File: config.mk
export PLATFORM = sky130hd
export DESIGN_NAME = b_i_l_type
export DESIGN_NICKNAME = d
export VERILOG_FILES = /design/src/rtl/b_i_l_type.sv
export SDC_FILE = /design/constraint.sdc
export NUM_CORES = 1
export LEC_CHECK = 0
export ABC_AREA = 1
export CORE_UTILIZATION = 51
export CTS_CLUSTER_SIZE = 12
export DETAILED_ROUTE_END_ITERATION = 10
export GPL_TIMING_DRIVEN = 0
export MAX_ROUTING_LAYER = met4
export PLACE_DENSITY = 0.81
export SETUP_SLACK_MARGIN = 0.1
export SLEW_MARGIN = 0
export SYNTH_ARGS = -nofsm -noshare
export SYNTH_HDL_FRONTEND = slang
export SYNTH_SLANG_ARGS = --single-unit
File: constraint.sdc
create_clock -name clk -period 7.75 [get_ports clk]
set_input_delay 0.775 -clock clk [delete_from_list [all_inputs] [get_ports clk]]
set_output_delay 0.775 -clock clk [all_outputs]
set_load 0.02 [all_outputs]
File: src/rtl/b_i_l_type.sv
// RV32 I-type ALU, load extractor and branch next-PC unit. All outputs registered (latency 1), en=0 holds them.
// Define BIL_ILLEGAL_EN to add the registered 'illegal' flag for undefined funct3 encodings.
module b_i_l_type #(
    parameter int XLEN = 32
) (
    input  logic            clk,
    input  logic            reset,
    input  logic            en,
    input  logic [XLEN-1:0] idata,
    input  logic [XLEN-1:0] iaddr,
    input  logic [XLEN-1:0] rv1,
    input  logic [XLEN-1:0] rv2,
    input  logic [XLEN-1:0] imm,
    input  logic [XLEN-1:0] daddr,
    input  logic [XLEN-1:0] drdata,
    output logic [XLEN-1:0] regdata_I,
    output logic [XLEN-1:0] regdata_L,
    output logic [XLEN-1:0] iaddr_val
`ifdef BIL_ILLEGAL_EN
    ,
    output logic            illegal
`endif
);

    logic [2:0]      f3;
    logic [4:0]      shamt;
    logic [XLEN-1:0] alu_res;
    logic [XLEN-1:0] load_res;
    logic [XLEN-1:0] next_pc;
    logic [7:0]      ld_byte;
    logic [15:0]     ld_half;
    logic            taken;
    logic            unused_bits;

    assign f3    = idata[14:12];
    assign shamt = idata[24:20];

    // Only the lane-select bits of daddr matter; the word was already fetched.
    assign unused_bits = ^{idata, daddr};

    always_comb begin
        alu_res = '0;
        unique case (f3)
            3'b000: alu_res = rv1 + imm;
            3'b010: alu_res = {{(XLEN-1){1'b0}}, ($signed(rv1) < $signed(imm))};
            3'b011: alu_res = {{(XLEN-1){1'b0}}, (rv1 < imm)};
            3'b100: alu_res = rv1 ^ imm;
            3'b110: alu_res = rv1 | imm;
            3'b111: alu_res = rv1 & imm;
            3'b001: alu_res = rv1 << shamt;
            3'b101: alu_res = idata[30] ? XLEN'($signed(rv1) >>> shamt) : (rv1 >> shamt);
            default: alu_res = '0;
        endcase
    end

    always_comb begin
        ld_byte = drdata[{daddr[1:0], 3'b000} +: 8];
        ld_half = daddr[1] ? drdata[31:16] : drdata[15:0];
        load_res = '0;
        unique case (f3)
            3'b000: load_res = {{(XLEN-8){ld_byte[7]}}, ld_byte};
            3'b001: load_res = {{(XLEN-16){ld_half[15]}}, ld_half};
            3'b010: load_res = drdata;
            3'b100: load_res = {{(XLEN-8){1'b0}}, ld_byte};
            3'b101: load_res = {{(XLEN-16){1'b0}}, ld_half};
            default: load_res = '0;
        endcase
    end

    always_comb begin
        taken = 1'b0;
        unique case (f3)
            3'b000: taken = (rv1 == rv2);
            3'b001: taken = (rv1 != rv2);
            3'b100: taken = ($signed(rv1) < $signed(rv2));
            3'b101: taken = ($signed(rv1) >= $signed(rv2));
            3'b110: taken = (rv1 < rv2);
            3'b111: taken = (rv1 >= rv2);
            default: taken = 1'b0;
        endcase
        next_pc = iaddr + (taken ? imm : XLEN'(4));
    end

`ifdef BIL_ILLEGAL_EN
    logic       illegal_nxt;
    logic [6:0] opcode;
    logic [6:0] funct7;

    assign opcode = idata[6:0];
    assign funct7 = idata[31:25];

    always_comb begin
        illegal_nxt = 1'b0;
        unique case (opcode)
            7'b0010011: illegal_nxt = ((f3 == 3'b101) && (funct7 != 7'b0000000) && (funct7 != 7'b0100000))
                                   || ((f3 == 3'b001) && (funct7 != 7'b0000000));
            7'b0000011: illegal_nxt = (f3 == 3'b011) || (f3 == 3'b110) || (f3 == 3'b111);
            7'b1100011: illegal_nxt = (f3 == 3'b010) || (f3 == 3'b011);
            default:    illegal_nxt = 1'b0;
        endcase
    end

    always_ff @(posedge clk or posedge reset) begin
        if (reset) begin
            illegal <= 1'b0;
        end else if (en) begin
            illegal <= illegal_nxt;
        end
    end
`endif

    always_ff @(posedge clk or posedge reset) begin
        if (reset) begin
            regdata_I <= '0;
            regdata_L <= '0;
            iaddr_val <= '0;
        end else if (en) begin
            regdata_I <= alu_res;
            regdata_L <= load_res;
            iaddr_val <= next_pc;
        end
    end

endmodule

==> results of run 1 <==
-- cells by family after synthesis --
| group | Yosys count | share of synthesized area [%] |
|---|---|---|
| and+or+nand+nor | 988 | 28.9 |
| AOI/OAI and AO/OA | 641 | 26.3 |
| buffers and inverters | 373 | 10.8 |
| adders and majority gates | 161 | 14.4 |
| DFF | 96 | 17.1 |
| xor gates and xnor gates | 21 | 1.31 |
| muxes | 16 | 1.14 |
-- state kept, by name, indices dropped and copies added, names as in the netlist --
name / flops
iaddr_val: 32
regdata_L: 32
regdata_I: 32
-- placed cells by master, fill, tap and decap left out, drive strengths merged, types with 9 or more instances in the layout --
| master | Yosys | routed |
|---|---|---|
| nand2 | 594 | 594 |
| clkdlybuf4s50 | 0 | 266 |
| inv | 264 | 266 |
| o21ai | 252 | 252 |
| nor2 | 224 | 224 |
| a21oi | 219 | 219 |
| ha | 159 | 159 |
| dfrtp | 96 | 96 |
| nand3 | 86 | 86 |
| clkbuf | 50 | 60 |
| buf | 55 | 56 |
| a31oi | 29 | 29 |
| o211ai | 28 | 28 |
| nor3 | 25 | 25 |
| or2 | 25 | 25 |
| a21o | 22 | 22 |
| o221ai | 18 | 18 |
| xor2 | 17 | 17 |
| mux2i | 16 | 16 |
| nor4 | 15 | 15 |
| o21a | 14 | 14 |
| nand4 | 12 | 12 |
| a221oi | 9 | 9 |
-- layout make-up --
class	instances	area, sq um	area share (%)
Multi-Input combinational cell	1827	10100	58.0
Timing Repair Buffer	267	2690	15.4
Sequential cell	96	2400	13.8
Inverter	268	1010	5.78
Buffer	105	513	2.94
Tap cell	341	427	2.44
Clock buffer	10	229	1.31
Clock inverter	6	51.3	0.294
-- through the flow --
| stage | cell area (sq um) | std cells | util, % | worst slack, ns |
|---|---|---|---|---|
| 2_1_floorplan | 14100 | 2296 | - | 3.60 |
| 3_5_place_dp | 17200 | 2904 | 63.5 | 1.45 |
| 5_1_grt | 17500 | 2920 | 64.6 | 1.23 |
| 4_1_cts | 17500 | 2920 | 64.6 | 1.77 |
| 3_3_place_gp | 17100 | 2903 | 63.4 | 1.55 |
| 6_report | 17500 | 2920 | 64.6 | 1.43 |
-- per-layer routing --
layer	part of all wire (%)	routed length (um)	up-vias
met4	6.1	4110	0
li1	-	-	8239
met1	39	25900	8386
met5	0	0	-
met3	15	9780	279
met2	41	27200	1486
-- worst min path at each step --
stage / endpoint / slack [ns] / cells past startpoint
finish: iaddr_val[0] / 0.48 / 2
CTS: iaddr_val[0] / 0.48 / 2
detailed placement: iaddr_val[0] / 0.46 / 2
global placement: iaddr_val[0] / 0.46 / 2
floorplan: regdata_I[9] / 0.58 / 2
global route: regdata_L[16] / 0.50 / 1
-- where the power goes --
| group | switching (uW) | leakage, uW | internal [uW] |
|---|---|---|---|
| Clock | 237 | 0.000127 | 223 |
| Sequential | 47.3 | 0.00119 | 573 |
| Combinational | 824 | 0.00728 | 478 |
| Total | 1110 | 0.00859 | 1270 |
-- critical path, cell delays in order --
cell	delay [ns]
clkdlybuf4s50_1	0.68
ha_1	0.45
nand2_1	0.06
nor2_1	0.17
nand4_1	0.20
nor2_1	0.28
nand4_1	0.21
nand3_1	0.15
nand2_1	0.05
inv_1	0.07
nor2_1	0.04
nand3_1	0.33
inv_1	0.15
buf_2	0.24
nor2_1	0.16
ha_1	0.24
inv_1	0.07
fa_1	0.38
inv_1	0.08
nand2_1	0.07
o21ai_0	0.53
a31oi_1	0.23
inv_1	0.18
a21oi_1	0.13
o21ai_0	0.30
nor2_1	0.09
o31ai_1	0.25
==> summary.md, run 1 <==
| Metric | Value |
|---|---|
| Worst slew pin tran | `1.08 ns` |
| Met2 GRT Util | `68.6%` |
| Outcome | `complete, no violations` |
| Classification of the worst setup path | `primary input to register` |
| Worst reg2reg setup slack | `6.89 ns` |
| Pwr Density | `137 nW/um^2` |
| Slew Limit Fails | `0` |
| Dominant cell type by area after synthesis | `dfrtp_1` |
| M3 GR Usage | `13.6%` |
| F_max | `158 MHz` |
| YS warnings | `0` |
| Pre-Repair DR Iteration Count | `9` |
| Worst Hold Launch | `iaddr_val[0]` |
| Initial core utilization | `52.0%` |
| Clock transition at the registers of the reported paths | `0.08 ns` |
| Final wirelength | `67000 um` |
| End point of the critical path | `iaddr_val[10]` |
| Nets | `2962` |
| Crit path from | `rv1[5]` |
| Final GP Congestion | `1.19` |
| Post-synth cell types | `61` |
| Max Buffers Root-to-Sink | `2` |
| Pwr Total | `2380 uW` |
| VDD IR-drop max | `0.103 mV` |
| Syn avg cell area | `6.12 sq um` |
| R2R Path End | `regdata_I[4]` |
| Clock Latency Late Sink | `0.36 ns` |
| Fill cells | `2565` |
| Synthesized instance count | `2296` |
| CP startpoint kind | `primary input` |
| First-pass GRT wire length | `99600 um` |
| Vias in the first global route | `17002` |
| DRC viols | `0` |
| # resized after CTS | `0` |
| Area share of the largest cell type after synthesis | `17.1%` |
| WP data required | `8.01 ns` |
| Largest cells by area after synthesis | `dfrtp_1 (17%), nand2_1 (16%), ha_1 (14%)` |
| Fin Hold WS | `0.478 ns` |
| Wire per inst | `23.0 um` |
| Final Skew | `0 ns` |
| Hpwl dp | `54900 um` |
| Vias | `18390` |
| Final setup fails | `0` |
| Gr usage total | `48.0%` |
| DRT iter0 DRCs | `3021` |
| Sequential area share after synthesis | `17.1%` |
| CTS tree | `built` |
| Tcrit/Tclk final | `81.5%` |
| Most frequent cell after synthesis | `nand2_1` |
| Initial antenna violation count | `0` |
| Syn_nets | `2684` |
| Num rows | `60` |
| RSZ-0062 raised after global routing | `no` |
| Worst Hold Class | `register to register` |
| Maxcap violations | `0` |
| Die H | `168 um` |
| Port buffer count | `266` |
| Die Footprint | `28200 sq um` |
| Met1 usage | `61.1%` |
| Area Overhead vs Synth | `24.2%` |
| Clock H-tree levels | `3` |
| Final ANT Viol Nets | `0` |
| Mapped Area | `14100 sq um` |
| Hold Vio Cnt, Final | `0` |
| Leakage | `0.00859 uW` |
| Reg2reg start | `regdata_I[4]` |
| Die Width | `168 um` |
| Crit. End Element | `register` |
| R2R cell count | `3` |
| I/O Pins | `323` |
| GR peak layer | `met2` |
| Hold Buf Count CTS | `0` |
| Largest net degree at the start of global routing | `62` |
| Post-CTS Setup Inserts | `0` |
| Arr. time, crit path | `6.58 ns` |
| Setup TNS | `0 ns` |
| Flops & latches, synth | `96` |
| Vias per inst | `6.30` |
| Root buf cell | `clkbuf_16` |
| Ys async rst share | `100%` |
| Core area | `27000 sq um` |
| Worst Path Max Fanout | `10` |
| Total CTS buffers | `9` |
| Diodes inserted | `0` |
| Main synth FF type | `dfrtp_1` |
| Slew HR | `26.2%` |
| Most instantiated cells after synthesis | `nand2_1 (593), inv_1 (258), a21oi_1 (218)` |
| Post-synth EDFFs | `0` |
| Layout cells sized above 1 | `4.50%` |
| Clock Sinks | `96` |
| Total grt overflow | `0` |
| Final Critical Period | `6.32 ns` |
No activity file was read; power rests on OpenSTA's default activity.
==> run 2, diff against run 1 <==
CORE_UTILIZATION = 48   (was 51)
PLACE_DENSITY = 0.8   (was 0.81)
clock period = 5.5 ns   (was 7.75 ns; I/O delays follow)
==> run 2 against run 1 <==
Critical path depth up 1. Combinational power grew 44%. The run now ends with max-capacitance violations, max-slew violations left. Die area up 6.2%. Count of clock-buffer cells in the layout fell by 1. Register-to-register slack lost 2.3 ns. Routed wire length grew 5.8%. Worst setup slack got worse by 1.0 ns. Critical path type unchanged. Clock skew stayed put. Worst hold slack improved by 0.0048 ns. Sequential power grew 41%. Largest cell class unchanged.
==> summary.md, run 2 (synthesis results as in run 1) <==
| Metric | Value |
|---|---|
| Outcome | `complete, but fails checks` |
| Failing checks | `max-capacitance violations, max-slew violations` |
| Slew Limit Fails | `1 (+1)` |
| Max Buffers Root-to-Sink | `2 (unchanged)` |
| VDD IR-drop max | `0.205 mV (+99%)` |
| Area Overhead vs Synth | `25.6%` |
| Port buffer count | `266 (unchanged)` |
| I/O Pins | `323 (unchanged)` |
| M3 GR Usage | `13.3% (-0.33 points)` |
| RSZ-0062 raised after global routing | `no` |
| Crit. End Element | `register` |
| Worst Path Max Fanout | `10 (unchanged)` |
| CP startpoint kind | `primary input` |
| Vias in the first global route | `17029 (+0.16%)` |
| Final setup fails | `0 (unchanged)` |
| Root buf cell | `clkbuf_16` |
| Die Width | `173 um (+3.0%)` |
| Worst reg2reg setup slack | `4.60 ns (-2.29 ns)` |
| Clock H-tree levels | `3 (unchanged)` |
| Clock transition at the registers of the reported paths | `0.09 ns (about the same)` |
| Final wirelength | `70900 um (+5.8%)` |
| Placed Cells | `2947 (+1.5%)` |
| Core area | `28800 sq um (+6.5%)` |
| Classification of the worst setup path | `primary input to register` |
| Hold path depth | `1 (-1)` |
| Multi-input logic area | `10200 sq um (+0.42%)` |
| Pre-Repair DR Iteration Count | `8 (-1)` |
| Vias | `18369 (-0.11%)` |
| Layout cells sized above 1 | `4.84% (+0.35 points)` |
| WP data required | `5.76 ns (-2.25 ns)` |
| Die H | `173 um (+3.0%)` |
| Vias per inst | `6.19 (-1.7%)` |
| Final ANT Viol Nets | `0 (unchanged)` |
| Most common cell after layout, fill and taps aside | `nand2_1` |
| Setup TNS | `0 ns (unchanged)` |
| Initial antenna violation count | `3 (+3)` |
| Final GP Congestion | `1.15 (-3.1%)` |
| Final Critical Period | `5.11 ns` |
| Sequential Area | `2400 sq um (unchanged)` |
| Maxcap violations | `1 (+1)` |
| Final Skew | `0 ns (unchanged)` |
| Top flop regs | `iaddr_val: 32 flops, regdata_I: 32 flops, regdata_L: 32 flops` |
| CTS tree | `built` |
| Most frequent cells in the layout | `nand2_1 (593), inv_1 (256), clkdlybuf4s50_1 (246), a21oi_1 (217), nor2_1 (215)` |
| Initial core utilization | `48.8% (-3.2 points)` |
| Num rows | `62 (+3.3%)` |
| GR peak layer | `met2` |
| Slew HR | `-2.36% (-29 points)` |
| Hold Vio Cnt, Final | `0 (unchanged)` |
| Clock Latency Late Sink | `0.36 ns (about the same)` |
| R2R cell count | `3 (unchanged)` |
| Met2 GRT Util | `67.1% (-1.5 points)` |
| Clock Sinks | `96 (unchanged)` |
| Fill cells | `2700 (+5.3%)` |
| DRT iter0 DRCs | `2655 (-12%)` |
| Gr usage total | `47.5% (-0.46 points)` |
| Worst slew pin tran | `1.50 ns (+0.417 ns)` |
| Largest net degree at the start of global routing | `65 (+4.8%)` |
| Final std cells w/o fill | `2967 (+1.6%)` |
| Total grt overflow | `0 (unchanged)` |
| First-pass GRT wire length | `104000 um (+4.8%)` |
| Wire per inst | `23.9 um (+4.1%)` |
| Tcrit/Tclk final | `92.9%` |
| Pwr Density | `196 nW/um^2 (+43%)` |
| DRC viols | `0 (unchanged)` |
| Hpwl dp | `57900 um (+5.6%)` |
| Arr. time, crit path | `5.37 ns (-1.21 ns)` |
| Die Footprint | `30000 sq um (+6.2%)` |
| Leakage | `0.00879 uW (+2.3%)` |
| Nets | `2963 (+0.034%)` |
| Worst Hold Class | `register to register` |
| F_max | `196 MHz` |
| Met1 usage | `61.2% (+0.16 points)` |
| Total CTS buffers | `9 (unchanged)` |
==> run 2: worst paths after layout <==
path | from | to
min in group asynchronous | reset | regdata_L[17]
max in group asynchronous | reset | regdata_I[31]
hold / removal | regdata_L[18] | regdata_L[18]
setup reg to reg | regdata_I[4] | regdata_I[4]
setup / recovery | rv1[16] | iaddr_val[26]
hold reg to reg | regdata_L[18] | regdata_L[18]
==> run 2: worst max-delay path, cell delays in order <==
cell	delay, ns
clkdlybuf4s50_1	0.67
ha_1	0.34
nand2_1	0.05
nand2_1	0.05
nand2_1	0.05
nand2_1	0.06
nand2_1	0.09
nand2_1	0.06
a21oi_1	0.28
nand3_1	0.13
nand2_1	0.08
inv_1	0.04
nor2_1	0.19
nand3_4	0.19
inv_1	0.12
buf_2	0.23
nor2_1	0.11
ha_1	0.34
a21oi_1	0.27
o21ai_4	0.14
a31oi_1	0.24
inv_1	0.16
nand3_1	0.11
nand3_1	0.17
a21o_1	0.22
or2_2	0.27
nand3_1	0.07
nand2_1	0.07
==> run 2: final cells by class <==
class	instances	area share (%)
multi-input combinational	1827	57.6
clock buffer	9	1.28
tap	384	2.72
timing repair buffer	268	15.5
antenna	3	0.0425
clock inverter	7	0.546
sequential	96	13.6
buffer	105	2.92
inverter	268	5.74
==> run 2: power by group <==
group / internal [uW] / switching, uW
registers: 808 / 67.0
logic: 676 / 1190
clock network: 368 / 344
total: 1850 / 1600
==> run 2: what timing repair did <==
| action | 4_1_cts | 5_1_grt |
|---|---|---|
| setup buffers | 0 | 1 |
| endpoints found under the setup margin | 12 | 19 |
| resized for setup | 5 | 27 |
| hold buffers | 0 | 0 |
==> run 2: routing by layer <==
layer  vias to the layer above  wire length (um)
met1                      8400             28000
met2                      1425             28400
met3                       278              9960
met4                         0              4490
li1                       8266                 -
met5                         -                 0
==> run 2: per-stage QoR <==
stage / utilization (%) / cell area, sq um / hold slack [ns] / total power [uW] / setup slack, ns
floorplan: - / 14100 / 0.579 / 1880 / 1.58
global placement: 59.7 / 17200 / 0.461 / 2630 / -0.532
detailed placement: 59.8 / 17200 / 0.468 / 2660 / -0.613
CTS: 61.0 / 17500 / 0.486 / 3370 / 0.170
global route: 61.3 / 17600 / 0.501 / 3600 / 0.115
finish: 61.3 / 17600 / 0.482 / 3450 / 0.392
